===== config.mk =====
export PLATFORM = sky130hd
export DESIGN_NAME = bit_align_framer
export DESIGN_NICKNAME = d
export VERILOG_FILES = /design/src/rtl/bit_align_pkg.sv /design/src/rtl/align_pattern_det.sv /design/src/rtl/bit_align_framer.sv
export SDC_FILE = /design/constraint.sdc
export NUM_CORES = 1
export LEC_CHECK = 0
export BUFFER_PORTS_ARGS = -buffer_cell sky130_fd_sc_hd__buf_4
export CAP_MARGIN = 20
export CORE_UTILIZATION = 57
export DETAILED_ROUTE_END_ITERATION = 6
export PLACE_DENSITY_LB_ADDON = 0.25
export SYNTH_ARGS = -nofsm -noshare
export SYNTH_HDL_FRONTEND = slang
export SYNTH_HIERARCHICAL = 1
export SYNTH_SLANG_ARGS = --single-unit

===== constraint.sdc =====
create_clock -name CLK_IN -period 2.8 [get_ports CLK_IN]
set_clock_uncertainty 0.05 [all_clocks]
set_input_delay 0.42 -clock CLK_IN [delete_from_list [all_inputs] [get_ports CLK_IN]]
set_output_delay 0.42 -clock CLK_IN [all_outputs]
set_load 0.05 [all_outputs]

===== src/rtl/bit_align_pkg.sv =====
// Shared state encoding, defaults and counter-width helper for the bit-alignment framer.
package bit_align_pkg;

  typedef enum logic [1:0] {
    ST_SEARCH  = 2'd0,
    ST_CONFIRM = 2'd1,
    ST_LOCKED  = 2'd2
  } align_state_e;

  localparam int          DEF_WORD_W = 12;
  localparam logic [11:0] DEF_TP     = 12'hA5B;

  // Width needed to hold the values 0..max_val inclusive.
  function automatic int cnt_width(input int max_val);
    return (max_val < 1) ? 1 : $clog2(max_val + 1);
  endfunction

  localparam int DEF_LOCK_CNT_W = cnt_width(4);
  localparam int DEF_LOSS_CNT_W = cnt_width(2);
  localparam int DEF_BIT_CNT_W  = $clog2(DEF_WORD_W);

endpackage


===== src/rtl/align_pattern_det.sv =====
// Sliding serial window: exposes the window including the bit arriving this cycle and
// flags when that window equals the training pattern, at any bit offset.
module align_pattern_det
  import bit_align_pkg::*;
#(
  parameter int                WORD_W = DEF_WORD_W,
  parameter logic [WORD_W-1:0] TP     = DEF_TP
) (
  input  logic              CLK_IN,
  input  logic              Test_N,
  input  logic              serial_data,
  output logic [WORD_W-1:0] sr_next,
  output logic              match
);

  logic [WORD_W-1:0] sr_r;

  assign sr_next = {serial_data, sr_r[WORD_W-1:1]};
  assign match   = (sr_next == TP);

  always_ff @(posedge CLK_IN or negedge Test_N) begin
    if (!Test_N) begin
      sr_r <= '0;
    end else begin
      sr_r <= sr_next;
    end
  end

endmodule


===== src/rtl/bit_align_framer.sv =====
// Word framer: searches for the training pattern, confirms it on successive word
// boundaries, then deserialises words and watches for lock loss while training.
module bit_align_framer
  import bit_align_pkg::*;
#(
  parameter int                WORD_W   = DEF_WORD_W,
  parameter logic [WORD_W-1:0] TP       = DEF_TP,
  parameter int                LOCK_CNT = 4,
  parameter int                LOSS_CNT = 2,
  parameter int                CNT_W    = 8
) (
  input  logic              CLK_IN,
  input  logic              Test_N,
  input  logic              serial_data,
  input  logic              train_en,
  input  logic              retrain,
  output logic [WORD_W-1:0] data_word,
  output logic              word_valid,
  output logic              SDR_CLK,
  output logic              locked,
  output logic [CNT_W-1:0]  realign_cnt
);

  localparam int MC_W = cnt_width(LOCK_CNT);
  localparam int EC_W = cnt_width(LOSS_CNT);
  localparam int BC_W = $clog2(WORD_W);
  localparam logic [BC_W-1:0] BIT_LAST = BC_W'(WORD_W - 1);
  localparam logic [BC_W-1:0] BIT_HALF = BC_W'(WORD_W / 2 - 1);
  localparam logic [MC_W-1:0] LOCK_LIM = MC_W'(LOCK_CNT);
  localparam logic [EC_W-1:0] LOSS_LIM = EC_W'(LOSS_CNT);

  align_state_e      state_r, state_s;
  logic [BC_W-1:0]   bit_cnt_r, bit_cnt_s;
  logic [MC_W-1:0]   match_cnt_r, match_cnt_s;
  logic [EC_W-1:0]   err_cnt_r, err_cnt_s;
  logic [CNT_W-1:0]  realign_cnt_r, realign_cnt_s;
  logic [WORD_W-1:0] data_word_r, data_word_s;
  logic              word_valid_r, word_valid_s;
  logic              sdr_clk_r, sdr_clk_s;
  logic              locked_r, locked_s;
  logic [WORD_W-1:0] sr_next_s;
  logic              match_s, boundary_s, fail_s, stay_locked_s;

  align_pattern_det #(.WORD_W(WORD_W), .TP(TP)) u_det (
    .CLK_IN      (CLK_IN),
    .Test_N      (Test_N),
    .serial_data (serial_data),
    .sr_next     (sr_next_s),
    .match       (match_s)
  );

  assign boundary_s = (bit_cnt_r == BIT_LAST);

  // Next state and alignment counters; retrain overrides every transition.
  always_comb begin
    state_s     = state_r;
    bit_cnt_s   = boundary_s ? '0 : bit_cnt_r + BC_W'(1);
    match_cnt_s = match_cnt_r;
    err_cnt_s   = err_cnt_r;
    fail_s      = 1'b0;
    if (retrain) begin
      state_s     = ST_SEARCH;
      bit_cnt_s   = '0;
      match_cnt_s = '0;
      err_cnt_s   = '0;
    end else begin
      case (state_r)
        ST_SEARCH: begin
          if (match_s) begin
            bit_cnt_s   = '0;
            match_cnt_s = MC_W'(1);
            err_cnt_s   = '0;
            state_s     = (LOCK_CNT == 1) ? ST_LOCKED : ST_CONFIRM;
          end else begin
            state_s = ST_SEARCH;
          end
        end
        ST_CONFIRM: begin
          if (boundary_s && match_s) begin
            match_cnt_s = match_cnt_r + MC_W'(1);
            state_s     = (match_cnt_s == LOCK_LIM) ? ST_LOCKED : ST_CONFIRM;
          end else if (boundary_s) begin
            match_cnt_s = '0;
            fail_s      = 1'b1;
            state_s     = ST_SEARCH;
          end else begin
            state_s = ST_CONFIRM;
          end
        end
        ST_LOCKED: begin
          if (boundary_s && train_en && !match_s) begin
            err_cnt_s = err_cnt_r + EC_W'(1);
            if (err_cnt_s == LOSS_LIM) begin
              err_cnt_s = '0;
              fail_s    = 1'b1;
              state_s   = ST_SEARCH;
            end else begin
              state_s = ST_LOCKED;
            end
          end else if (boundary_s && train_en) begin
            err_cnt_s = '0;
          end else begin
            state_s = ST_LOCKED;
          end
        end
        default: begin
          state_s = ST_SEARCH;
        end
      endcase
    end
  end

  // Output next-values; words are only presented while lock is held across the edge.
  always_comb begin
    stay_locked_s = (state_r == ST_LOCKED) && (state_s == ST_LOCKED);
    word_valid_s  = stay_locked_s && boundary_s;
    data_word_s   = word_valid_s ? sr_next_s : data_word_r;
    locked_s      = (state_s == ST_LOCKED);
    if (fail_s && (realign_cnt_r != {CNT_W{1'b1}})) begin
      realign_cnt_s = realign_cnt_r + CNT_W'(1);
    end else begin
      realign_cnt_s = realign_cnt_r;
    end
    if (!stay_locked_s) begin
      sdr_clk_s = 1'b0;
    end else if (boundary_s) begin
      sdr_clk_s = 1'b1;
    end else if (bit_cnt_r == BIT_HALF) begin
      sdr_clk_s = 1'b0;
    end else begin
      sdr_clk_s = sdr_clk_r;
    end
  end

  // State, counters and registered outputs.
  always_ff @(posedge CLK_IN or negedge Test_N) begin
    if (!Test_N) begin
      state_r       <= ST_SEARCH;
      bit_cnt_r     <= '0;
      match_cnt_r   <= '0;
      err_cnt_r     <= '0;
      realign_cnt_r <= '0;
      data_word_r   <= '0;
      word_valid_r  <= 1'b0;
      sdr_clk_r     <= 1'b0;
      locked_r      <= 1'b0;
    end else begin
      state_r       <= state_s;
      bit_cnt_r     <= bit_cnt_s;
      match_cnt_r   <= match_cnt_s;
      err_cnt_r     <= err_cnt_s;
      realign_cnt_r <= realign_cnt_s;
      data_word_r   <= data_word_s;
      word_valid_r  <= word_valid_s;
      sdr_clk_r     <= sdr_clk_s;
      locked_r      <= locked_s;
    end
  end

  assign data_word   = data_word_r;
  assign word_valid  = word_valid_r;
  assign SDR_CLK     = sdr_clk_r;
  assign locked      = locked_r;
  assign realign_cnt = realign_cnt_r;

endmodule

==> impl_metrics.yaml <==
synthesis:
  syn_inst: 163
  netlist_area_mm2: 0.00213
  yosysTopAreaCellShare: 0.529
  synth_most_common_cell: "dfrtp_1"
  synth_edf_count: 0
  synth_ff_type: "dfrtp_1"
  synth_fp_nets: 177
  yosysUniqueCellTypes: 48
  yosys_warnings: 6
  synthArstFlopShare: 1.00
  ys_ff_latch: 45
  ys_seq_area_frac: 0.529
  postSynthAreaPerCell_um2: 13.1
  synth_area_leader_cell: "dfrtp_1"
  synth_common_cells: "dfrtp_1, nor2_1, ha_1, mux2_4, inv_1"
  synthTopCellsByArea: "dfrtp_1, mux2_4, ha_1, xor2_1, mux2_2"
worst_setup_path:
  cp.required_ns: 2.94
  cp-end-kind: "register"
  critPathMaxFanout: 13
  critPathKind: "register to register"
  timing.rr.start: "u_det/sr_r[6]$_DFF_PN0_"
  critPathArrivalTime_ns: 2.62
  start_kind: "register"
  crit_start: "u_det/sr_r[6]$_DFF_PN0_"
power_and_ir_drop:
  switching_share: 0.218
  clkPwrFrac: 0.383
  power_frac_seq: 0.586
  finalPower_w: 0.00115
  p_per_area_mw_per_mm2: 465
  p_int_w: 0.000896
  pwr-share-comb: 0.031
  irDropWorstVdd_v: 0.000353
  p_switching_w: 0.000249
  p_leak_nw: 1.28
timing:
  fmax_mhz: 403
  grt_setup_unrepaired: "no"
  finalHoldViolCount: 0
  fin_crit_sh: 0.887
  maxSlewViolCount: 0
  fin_setup_tns_ns: 0
  fin_worst_hold_slack_ns: 0.0534
  setup_viol: 0
  worst_pin_slew_ns: 0.543
  setup_slack_ns: 0.318
  relSlewSlack: 0.638
  min_period_ns: 2.48
final_layout:
  seqCellArea_mm2: 0.00113
  multi_input_area_um2: 932
  diodes: 0
  final_layout_size_suffix_gt1_frac: 0.323
  syn_to_final_growth_pct: 15.7
  final_cell_area_mm2: 0.00246
  nets: 208
  fillers: 250
drt:
  viasPerCell: 5.61
  met1_length_um: 1770
  wl_per_cell_um: 16.0
  wl_met2_um: 1860
  drc: 0
  routed_wirelength_um: 3850
  ant_nets: 0
  via_count: 1353
  dr.pass1.iters: 4
  wl_met3_um: 150
  drt-initial-drc-count: 108
  topRoutingLayerUsed: "met4"
die:
  dieHeight_um: 63.1
  io_pins: 28
  rows: 21
  die_area_mm2: 0.00398
  core_mm2: 0.00347
  start_util: 0.614
  chipWidth_um: 63.1
cts:
  path_clk_slew_ns: 0.08
  htreeDepth: 2
  clockBufferDepth: 2
  cts-root-buf: "clkbuf_8"
  clock-sinks: 45
  cts_tree: "done"
  cts-hold-fix-buffers: 0
  cts_resized: 0
  clk-insertion-delay-late_ns: 0.30
  numCtsBuffers: 5
  cts_setup_buffers: 0
grt:
  grt_pass1_wl_um: 6580
  grt.overflow.total: 0
  track_usage: 0.219
  grt_pass1_vias: 1342
  grt_max_degree: 46
  antenna_found_initial: 0
placement:
  dpl_cell_area_mm2: 0.00236
  dpl_worst_slack_ns: 0.314
  place.port_buffers: 27
  routabilityCongestion: 0.814
  dp_hpwl_um: 2690
status:
  outcome: "finished, final reports clean"
min_path:
  min_path_type: "input port to asynchronous set/reset pin"
flow_run:
  maxCapViolations: 0
## cell usage in the layout, fill, tap and decap left out, types with 2 or more instances in the layout
| cell type | instances |
|---|---|
| xor2_1 | 7 |
| dfrtp_1 | 45 |
| a21oi_1 | 4 |
| nor3b_1 | 4 |
| a22o_1 | 2 |
| nor3_1 | 3 |
| mux2_2 | 5 |
| inv_1 | 8 |
| buf_4 | 29 |
| clkbuf_8 | 7 |
| nand2b_1 | 2 |
| nand2_1 | 5 |
| nor3b_2 | 3 |
| nand3_1 | 4 |
| ha_1 | 9 |
| o21ai_0 | 4 |
| nor2_1 | 10 |
| nand4b_1 | 2 |
| nor2b_1 | 3 |
| nor4_1 | 3 |
| mux2_4 | 9 |
| or4bb_1 | 2 |
## worst max-delay path, stage by stage (launching register included)
cell,delay [ns]
dfrtp_1,0.39
or4bb_1,0.53
nor3_2,0.21
nor2b_1,0.24
o21bai_4,0.11
o2111ai_4,0.19
buf_4,0.28
mux2_2,0.37
## worst paths after layout
path	slack [ns]	end	cells after the start
max in group asynchronous	2.28	realign_cnt[6]$_DFFE_PN0P_	1
setup reg to reg	0.32	data_word[6]$_DFFE_PN0P_	7
setup / recovery	0.32	data_word[6]$_DFFE_PN0P_	7
hold / removal	0.05	SDR_CLK$_DFFE_PN0P_	1
hold reg to reg	0.35	u_det/sr_r[5]$_DFF_PN0_	0
min in group CLK_IN	0.19	u_det/sr_r[11]$_DFF_PN0_	1
## routing by layer
layer | global-route usage | vias up
li1 | - | 642
met1 | 0.298 | 674
met2 | 0.329 | 29
met3 | 0.0670 | 8
met4 | 0.0843 | 0
met5 | 0 | -
## registers in the layout, summed over array words and instances (netlist names)
register,cells
SDR_CLK,1
locked,1
word_valid,1
bit_cnt_r,4
u_det/sr_r,11
match_cnt_r,3
data_word,12
err_cnt_r,2
state_r,2
realign_cnt,8
## stage by stage
step                 util  instances
CTS                 0.711        241
floorplan               -        163
finish              0.711        241
global placement    0.681        233
detailed placement  0.681        233
global route        0.711        241
## cell type report
| class | count | area share |
|---|---|---|
| sequential | 45 | 0.457 |
| multi-input combinational | 105 | 0.378 |
| timing repair buffer | 29 | 0.0883 |
| clock buffer | 7 | 0.0391 |
| tap | 46 | 0.0234 |
| inverter | 8 | 0.0122 |
| clock inverter | 1 | 0.00203 |
## logic make-up after synthesis
logic type | after synthesis | share of synthesized area
compound gates | 21 | 0.0899
xor+xnor | 8 | 0.0329
fa+ha+maj | 9 | 0.0529
buf+inv | 13 | 0.0335
flops | 45 | 0.529
mux | 15 | 0.0946
simple gates | 52 | 0.167
## power groups by stage
| stage | clock network [W] | registers (W) | logic, W |
|---|---|---|---|
| 5_1_grt | 0.000480 | 0.000673 | 0.0000415 |
| 6_report | 0.000438 | 0.000672 | 0.0000357 |
| 3_3_place_gp | 0 | 0.000683 | 0.0000356 |
| 2_1_floorplan | 0 | 0.000681 | 0.0000168 |
| 4_1_cts | 0.000448 | 0.000672 | 0.0000369 |
| 3_5_place_dp | 0 | 0.000685 | 0.0000368 |
Note: power is estimated with default switching activity, not from simulation.
